$ cat src/rtl/alu_mc_pkg.sv
// alu_mc_pkg: opcode codes and FSM state encoding shared by the multi-cycle ALU
package alu_mc_pkg;
  localparam logic [3:0] ALU_ADD  = 4'd0;
  localparam logic [3:0] ALU_SUB  = 4'd1;
  localparam logic [3:0] ALU_AND  = 4'd2;
  localparam logic [3:0] ALU_OR   = 4'd3;
  localparam logic [3:0] ALU_XOR  = 4'd4;
  localparam logic [3:0] ALU_NOT  = 4'd5;
  localparam logic [3:0] ALU_CMP  = 4'd6;
  localparam logic [3:0] ALU_MUL  = 4'd7;
  localparam logic [3:0] ALU_DIVU = 4'd8;
  typedef enum logic [1:0] {ALU_MC_IDLE, ALU_MC_MUL, ALU_MC_DIV, ALU_MC_DONE} alu_mc_state_e;
endpackage

$ cat src/rtl/alu_mc_iter.sv
// alu_mc_iter: shared shift/accumulate datapath for shift-add multiply and restoring divide
module alu_mc_iter #(
  parameter int WIDTH = 32,
  parameter int CNT_W = $clog2(WIDTH) + 1
) (
  input  logic             clk,
  input  logic             rst_n,
  input  logic             start,
  input  logic             mode,
  input  logic [WIDTH-1:0] a,
  input  logic [WIDTH-1:0] b,
  output logic             done,
  output logic [WIDTH-1:0] hi,
  output logic [WIDTH-1:0] lo
);
  logic [2*WIDTH-1:0] p_q, p_d;
  logic [WIDTH-1:0] b_q;
  logic [CNT_W-1:0] cnt_q;
  logic mode_q;
  logic [WIDTH:0] x, y, s;
  // mode 0: accumulate b into the high half when the multiplier lsb is set; mode 1: trial-subtract b
  always_comb begin
    x = mode_q ? {p_q[2*WIDTH-1:WIDTH], p_q[WIDTH-1]} : {1'b0, p_q[2*WIDTH-1:WIDTH]};
    y = (mode_q || p_q[0]) ? {1'b0, b_q} : '0;
    s = mode_q ? x - y : x + y;
    p_d = !mode_q ? {s, p_q[WIDTH-1:1]} :
          s[WIDTH] ? {x[WIDTH-1:0], p_q[WIDTH-2:0], 1'b0} : {s[WIDTH-1:0], p_q[WIDTH-2:0], 1'b1};
  end
  assign done = cnt_q == CNT_W'(1);
  assign hi = p_d[2*WIDTH-1:WIDTH];
  assign lo = p_d[WIDTH-1:0];
  always_ff @(posedge clk or negedge rst_n)
    if (!rst_n) begin
      p_q <= '0;
      b_q <= '0;
      cnt_q <= '0;
      mode_q <= 1'b0;
    end else if (start) begin
      p_q <= {{WIDTH{1'b0}}, a};
      b_q <= b;
      cnt_q <= CNT_W'(WIDTH);
      mode_q <= mode;
    end else if (cnt_q != '0) begin
      p_q <= p_d;
      cnt_q <= cnt_q - CNT_W'(1);
    end
endmodule

$ cat src/rtl/alu_mc.sv
// alu_mc: valid/ready multi-cycle ALU; single-cycle logic/add/sub, iterative MUL and DIVU
// ALU_MC_FAST_MUL_EN selects a combinational single-cycle multiplier.
module alu_mc
  import alu_mc_pkg::*;
#(
  parameter int WIDTH = 32,
  localparam int CNT_W = $clog2(WIDTH) + 1
) (
  input  logic             clk,
  input  logic             rst_n,
  input  logic             in_valid,
  output logic             in_ready,
  input  logic [WIDTH-1:0] a,
  input  logic [WIDTH-1:0] b,
  input  logic [3:0]       oper,
  output logic             out_valid,
  input  logic             out_ready,
  output logic [WIDTH-1:0] Y,
  output logic [WIDTH-1:0] Y_hi,
  output logic             N,
  output logic             Z,
  output logic             C,
  output logic             V,
  output logic             busy
);
  alu_mc_state_e state_q, state_d;
  logic [WIDTH-1:0] y_q, y_d, yh_q, yh_d, lg, it_hi, it_lo;
  logic [3:0] f_q, f_d;
  logic [WIDTH:0] add, sub;
  logic it_start, it_mode, it_done;
`ifdef ALU_MC_FAST_MUL_EN
  logic [2*WIDTH-1:0] prod;
`endif
  function automatic logic [3:0] mul_f(input logic [WIDTH-1:0] h, input logic [WIDTH-1:0] l);
    return {l[WIDTH-1], ~|{h, l}, |h, h != {WIDTH{l[WIDTH-1]}}};
  endfunction
  function automatic logic [3:0] lf(input logic [WIDTH-1:0] r);
    return {r[WIDTH-1], ~|r, 2'b00};
  endfunction
  alu_mc_iter #(.WIDTH(WIDTH), .CNT_W(CNT_W)) u_iter (
    .clk(clk), .rst_n(rst_n), .start(it_start), .mode(it_mode),
    .a(a), .b(b), .done(it_done), .hi(it_hi), .lo(it_lo)
  );
  assign in_ready = state_q == ALU_MC_IDLE || (state_q == ALU_MC_DONE && out_ready);
  assign out_valid = state_q == ALU_MC_DONE;
  assign busy = state_q == ALU_MC_MUL || state_q == ALU_MC_DIV;
  assign Y = y_q;
  assign Y_hi = yh_q;
  assign {N, Z, C, V} = f_q;
  always_comb begin
    state_d = state_q;
    y_d = y_q;
    yh_d = yh_q;
    f_d = f_q;
    it_start = 1'b0;
    it_mode = 1'b0;
    add = {1'b0, a} + {1'b0, b};
    sub = {1'b0, a} - {1'b0, b};
    lg = oper == ALU_AND ? a & b : oper == ALU_OR ? a | b : oper == ALU_XOR ? a ^ b : ~a;
`ifdef ALU_MC_FAST_MUL_EN
    prod = {{WIDTH{1'b0}}, a} * {{WIDTH{1'b0}}, b};
`endif
    // the iterator's final step lands in the result registers on the same edge
    if (it_done) begin
      y_d = it_lo;
      yh_d = it_hi;
      f_d = state_q == ALU_MC_MUL ? mul_f(it_hi, it_lo) : lf(it_lo);
      state_d = ALU_MC_DONE;
    end else if (state_q == ALU_MC_DONE && out_ready)
      state_d = ALU_MC_IDLE;
    if (in_valid && in_ready) begin
      state_d = ALU_MC_DONE;
      yh_d = '0;
      case (oper)
        ALU_ADD: begin
          y_d = add[WIDTH-1:0];
          f_d = {add[WIDTH-1], ~|add[WIDTH-1:0], add[WIDTH],
                 (a[WIDTH-1] == b[WIDTH-1]) && (add[WIDTH-1] != a[WIDTH-1])};
        end
        ALU_SUB, ALU_CMP: begin
          y_d = oper == ALU_CMP ? '0 : sub[WIDTH-1:0];
          f_d = {sub[WIDTH-1], ~|sub[WIDTH-1:0], ~sub[WIDTH],
                 (a[WIDTH-1] != b[WIDTH-1]) && (sub[WIDTH-1] != a[WIDTH-1])};
        end
        ALU_AND, ALU_OR, ALU_XOR, ALU_NOT: begin
          y_d = lg;
          f_d = lf(lg);
        end
`ifdef ALU_MC_FAST_MUL_EN
        ALU_MUL: begin
          y_d = prod[WIDTH-1:0];
          yh_d = prod[2*WIDTH-1:WIDTH];
          f_d = mul_f(prod[2*WIDTH-1:WIDTH], prod[WIDTH-1:0]);
        end
`else
        ALU_MUL: begin
          state_d = ALU_MC_MUL;
          it_start = 1'b1;
        end
`endif
        ALU_DIVU:
          if (b == '0) begin
            y_d = '1;
            yh_d = a;
            f_d = 4'b1001;
          end else begin
            state_d = ALU_MC_DIV;
            it_start = 1'b1;
            it_mode = 1'b1;
          end
        default: begin
          y_d = '0;
          f_d = '0;
        end
      endcase
    end
  end
  always_ff @(posedge clk or negedge rst_n)
    if (!rst_n) begin
      state_q <= ALU_MC_IDLE;
      y_q <= '0;
      yh_q <= '0;
      f_q <= '0;
    end else begin
      state_q <= state_d;
      y_q <= y_d;
      yh_q <= yh_d;
      f_q <= f_d;
    end
endmodule

$ cat config.mk
export PLATFORM = sky130hd
export DESIGN_NAME = alu_mc
export DESIGN_NICKNAME = d
export VERILOG_FILES = /design/src/rtl/alu_mc_pkg.sv /design/src/rtl/alu_mc_iter.sv /design/src/rtl/alu_mc.sv
export SDC_FILE = /design/constraint.sdc
export NUM_CORES = 1
export LEC_CHECK = 0
export BUFFER_PORTS_ARGS = -buffer_cell sky130_fd_sc_hd__buf_4
export CAP_MARGIN = 30
export CORE_MARGIN = 10
export CORE_UTILIZATION = 25
export CTS_CLUSTER_DIAMETER = 200
export DETAILED_ROUTE_END_ITERATION = 10
export PLACE_DENSITY = 0.47
export SLEW_MARGIN = 20
export SYNTH_ARGS = -nofsm -noshare
export SYNTH_HDL_FRONTEND = slang
export SYNTH_SLANG_ARGS = --single-unit
$ cat constraint.sdc
create_clock -name clk -period 16 [get_ports clk]
set_input_delay 0.8 -clock clk [delete_from_list [all_inputs] [get_ports clk]]
set_output_delay 0.8 -clock clk [all_outputs]
set_load 0.01 [all_outputs]
==> reports/results.tsv <==
metric	value	unit
cp.arrival	8630	ps
first_pass_iters	6	
report.final.slew_viol_count	0	
synth_xor_area_share	3.95	%
cap_violations	0	
ys_seq_elements	173	
yosys.area.top_type	dfrtp_1	
synth_async_sr_flop_share	100	%
avgViaCountPerCell	5.71	
grt_max_degree	89	
critical_path_class	flip-flop to flip-flop	
core	74200	sq um
seqCellArea	4330	sq um
cp_common_cell	a21o_1	
startpoint	u_iter.mode_q	
synth_edf_count	0	
relSlewSlack	32.4	%
final-setup-viol-count	0	
gp_congestion	0.953	
gr-usage-all-layers	19.7	%
post-synth-top-count-cell	a21oi_1	
worst_setup_path_start_kind	flip-flop	
grt_pass1_wl	129000	um
grt_pass1_vias	19265	
crit_required	16350	ps
synthAdderAreaFrac	9.31	%
nets	2791	
port_buffers	142	
min_period	8280	ps
maxClockFrequency	121	MHz
r2r-start	u_iter.mode_q	
ys.flop_type	dfrtp_1	
routedWlPerCell	24.7	um
fin_tns_setup	0	ps
syn_area	18600	sq um
power.share.clock	7.9	%
synth_compound_area_share	29.3	%
cts_buffers	17	
whs	322	ps
power_frac_seq	16.2	%
synthesis.nets	2768	
setup_ws	7720	ps
hpwl	69200	um
cts_tree	yes	
drc_errors	0	
avgSynthCellArea	7.29	sq um
crit_buf_inv	0	
p_sw_share	57.6	%
htree_levels	4	
die_x	293	um
cts_resized	0	
path_clk_slew	70	ps
crit_path_cell_trace	or2_2 -> o31ai_1 -> a21boi_0 -> a21boi_1 -> nand2_1 -> a21o_1 -> nor2_1 -> nand3b_1 -> mux2_2 -> a22oi_1 -> ha_1 -> a21o_1 -> a21o_1 -> a221oi_1 -> nand4_1 -> nand2_2 -> a221oi_1 -> or4_1 -> nor4_1 -> nand4_1 -> a31o_1 -> o311ai_2	
p_leak	8.97	nW
dieArea	85900	sq um
synth_top_area_share	23.2	%
antenna_found_initial	0	
internal-power	2.38	mW
clock-root-buffer	clkbuf_16	
hp-class	input port to async pin	
p_sw	3.23	mW
worstMarginPinSlew	1010	ps
drtIter0Drc	2239	
ctsHoldBuffers	0	
ys_seq_area_share	23.2	%
synthMuxAreaShare	6.23	%
grtUsageMet2	32.0	%
status	completed	
crit_slowest_cell	dfrtp_4	
drive_gt1_share	11.9	%
rows	100	
synth_top_cells_by_count	a21oi_1, nor2_1, nand2_1	
power_per_cell_area	265	nW/um^2
grt_setup_unrepaired	false	
clock-sinks	173	
syn_inst	2559	
synth-simple-area-share	21.8	%
final_hold_viol_count	0	
dp_slack	7820	ps
grt-busiest-layer	met2	
post_dp_cell_area	20600	sq um
clock_skew	16.8	ps
crit_family	simple AND/OR/NAND/NOR gates	
fin_util	28.6	%
final_area	21200	sq um
fp.dieH	293	um
clkLatencyLatePin	460	ps
layout_worst_path_cycle_share	51.8	%
antenna_cells	0	
yosysUniqueCellTypes	85	
yosys_warnings	0	
routed_wl	88000	um
ant_nets	0	
via_count	20336	
crit_path_end_kind	flip-flop	
p_comb_share	75.9	%
crit_fanout	64	
initial_utilization	25.1	%
area_delta_synth_final	13.8	%
clockBufferDepth	2	
ioPinCount	143	
grt_overflow	0	
cpPeakStageDelay	720	ps
synth.top_cells.by_area	dfrtp_1, ha_1, a21oi_1, nor2_1, nand2_1	
fill_cells	8139	
synth_top_family_by_area	compound AO/OA/AOI/OAI gates	
multi_input_area	13200	sq um
vdd_ir_drop_max	0.133	mV
grt_util_met3	2.25	%
grt_use_met1	26.5	%
cts_setup_buffers	0	
[flip-flops by register name, indices dropped and copies added, names as in the netlist]
register and count:
u_iter.cnt_q 6, Y_hi 32, state_q 2, u_iter.b_q 32, u_iter.mode_q 1, Y 32, f_q 4, u_iter.p_q 64
[placed cells by master, fill, tap and decap left out, types with 22 or more instances in the layout]
| cell | count |
|---|---|
| nor2_1 | 285 |
| ha_1 | 134 |
| buf_4 | 169 |
| a21oi_1 | 322 |
| o221ai_1 | 22 |
| mux2_2 | 56 |
| mux2i_1 | 53 |
| o211ai_1 | 42 |
| inv_1 | 130 |
| xor2_1 | 25 |
| a211oi_1 | 38 |
| o21bai_1 | 23 |
| nand2_1 | 260 |
| nand3_1 | 56 |
| nor3_1 | 57 |
| o22ai_1 | 40 |
| nor4_1 | 42 |
| a21o_1 | 34 |
| nand4_1 | 45 |
| xnor2_1 | 59 |
| o21ai_0 | 159 |
| a31oi_1 | 49 |
| dfrtp_1 | 172 |
[power groups by stage]
stage	sequential [mW]	clock, mW	combinational [mW]
6_report	0.907	0.445	4.26
5_1_grt	0.929	0.469	4.65
4_1_cts	0.901	0.453	4.19
3_5_place_dp	0.908	0	4.15
3_3_place_gp	0.906	0	4.15
2_1_floorplan	0.810	0	2.86
[area by class of cell]
type,count,share of cell area (%)
tap,969,5.72
clock inverter,13,0.725
clock buffer,19,2.14
multi-input combinational,2081,62.3
inverter,131,2.32
sequential,173,20.4
timing repair buffer,178,6.40
[routing by layer]
layer  vias up  share of wire (%)
met1      9952                 44
met2       864                 46
li1       9391                  -
met5         -                  0
met4         0                3.5
met3       129                6.1
[stage by stage]
step | instances | total power [mW]
floorplan | 2559 | 3.67
global placement | 3523 | 5.06
detailed placement | 3530 | 5.06
CTS | 3562 | 5.54
global route | 3564 | 6.05
finish | 3564 | 5.62
[final timing paths]
path                              endpoint  slack [ps]  cells past startpoint
hold / removal                    Y_hi[24]         320                      1
max in group asynchronous    u_iter.p_q[2]       14420                      2
setup reg to reg                    f_q[2]        7720                     22
setup / recovery                    f_q[2]        7720                     22
min in group clk           u_iter.cnt_q[5]         530                      1
hold reg to reg            u_iter.cnt_q[5]         530                      1
[cells by family (layout without fill, tap and decap cells)]
kind of cell,count (synthesis),count (layout)
and+or+nand+nor,876,876
AOI/OAI and AO/OA,875,875
buffers and inverters,305,341
DFF,173,173
adders and majority gates,137,137
muxes,109,109
xor gates and xnor gates,84,84
(Power assumes the default switching activity.)
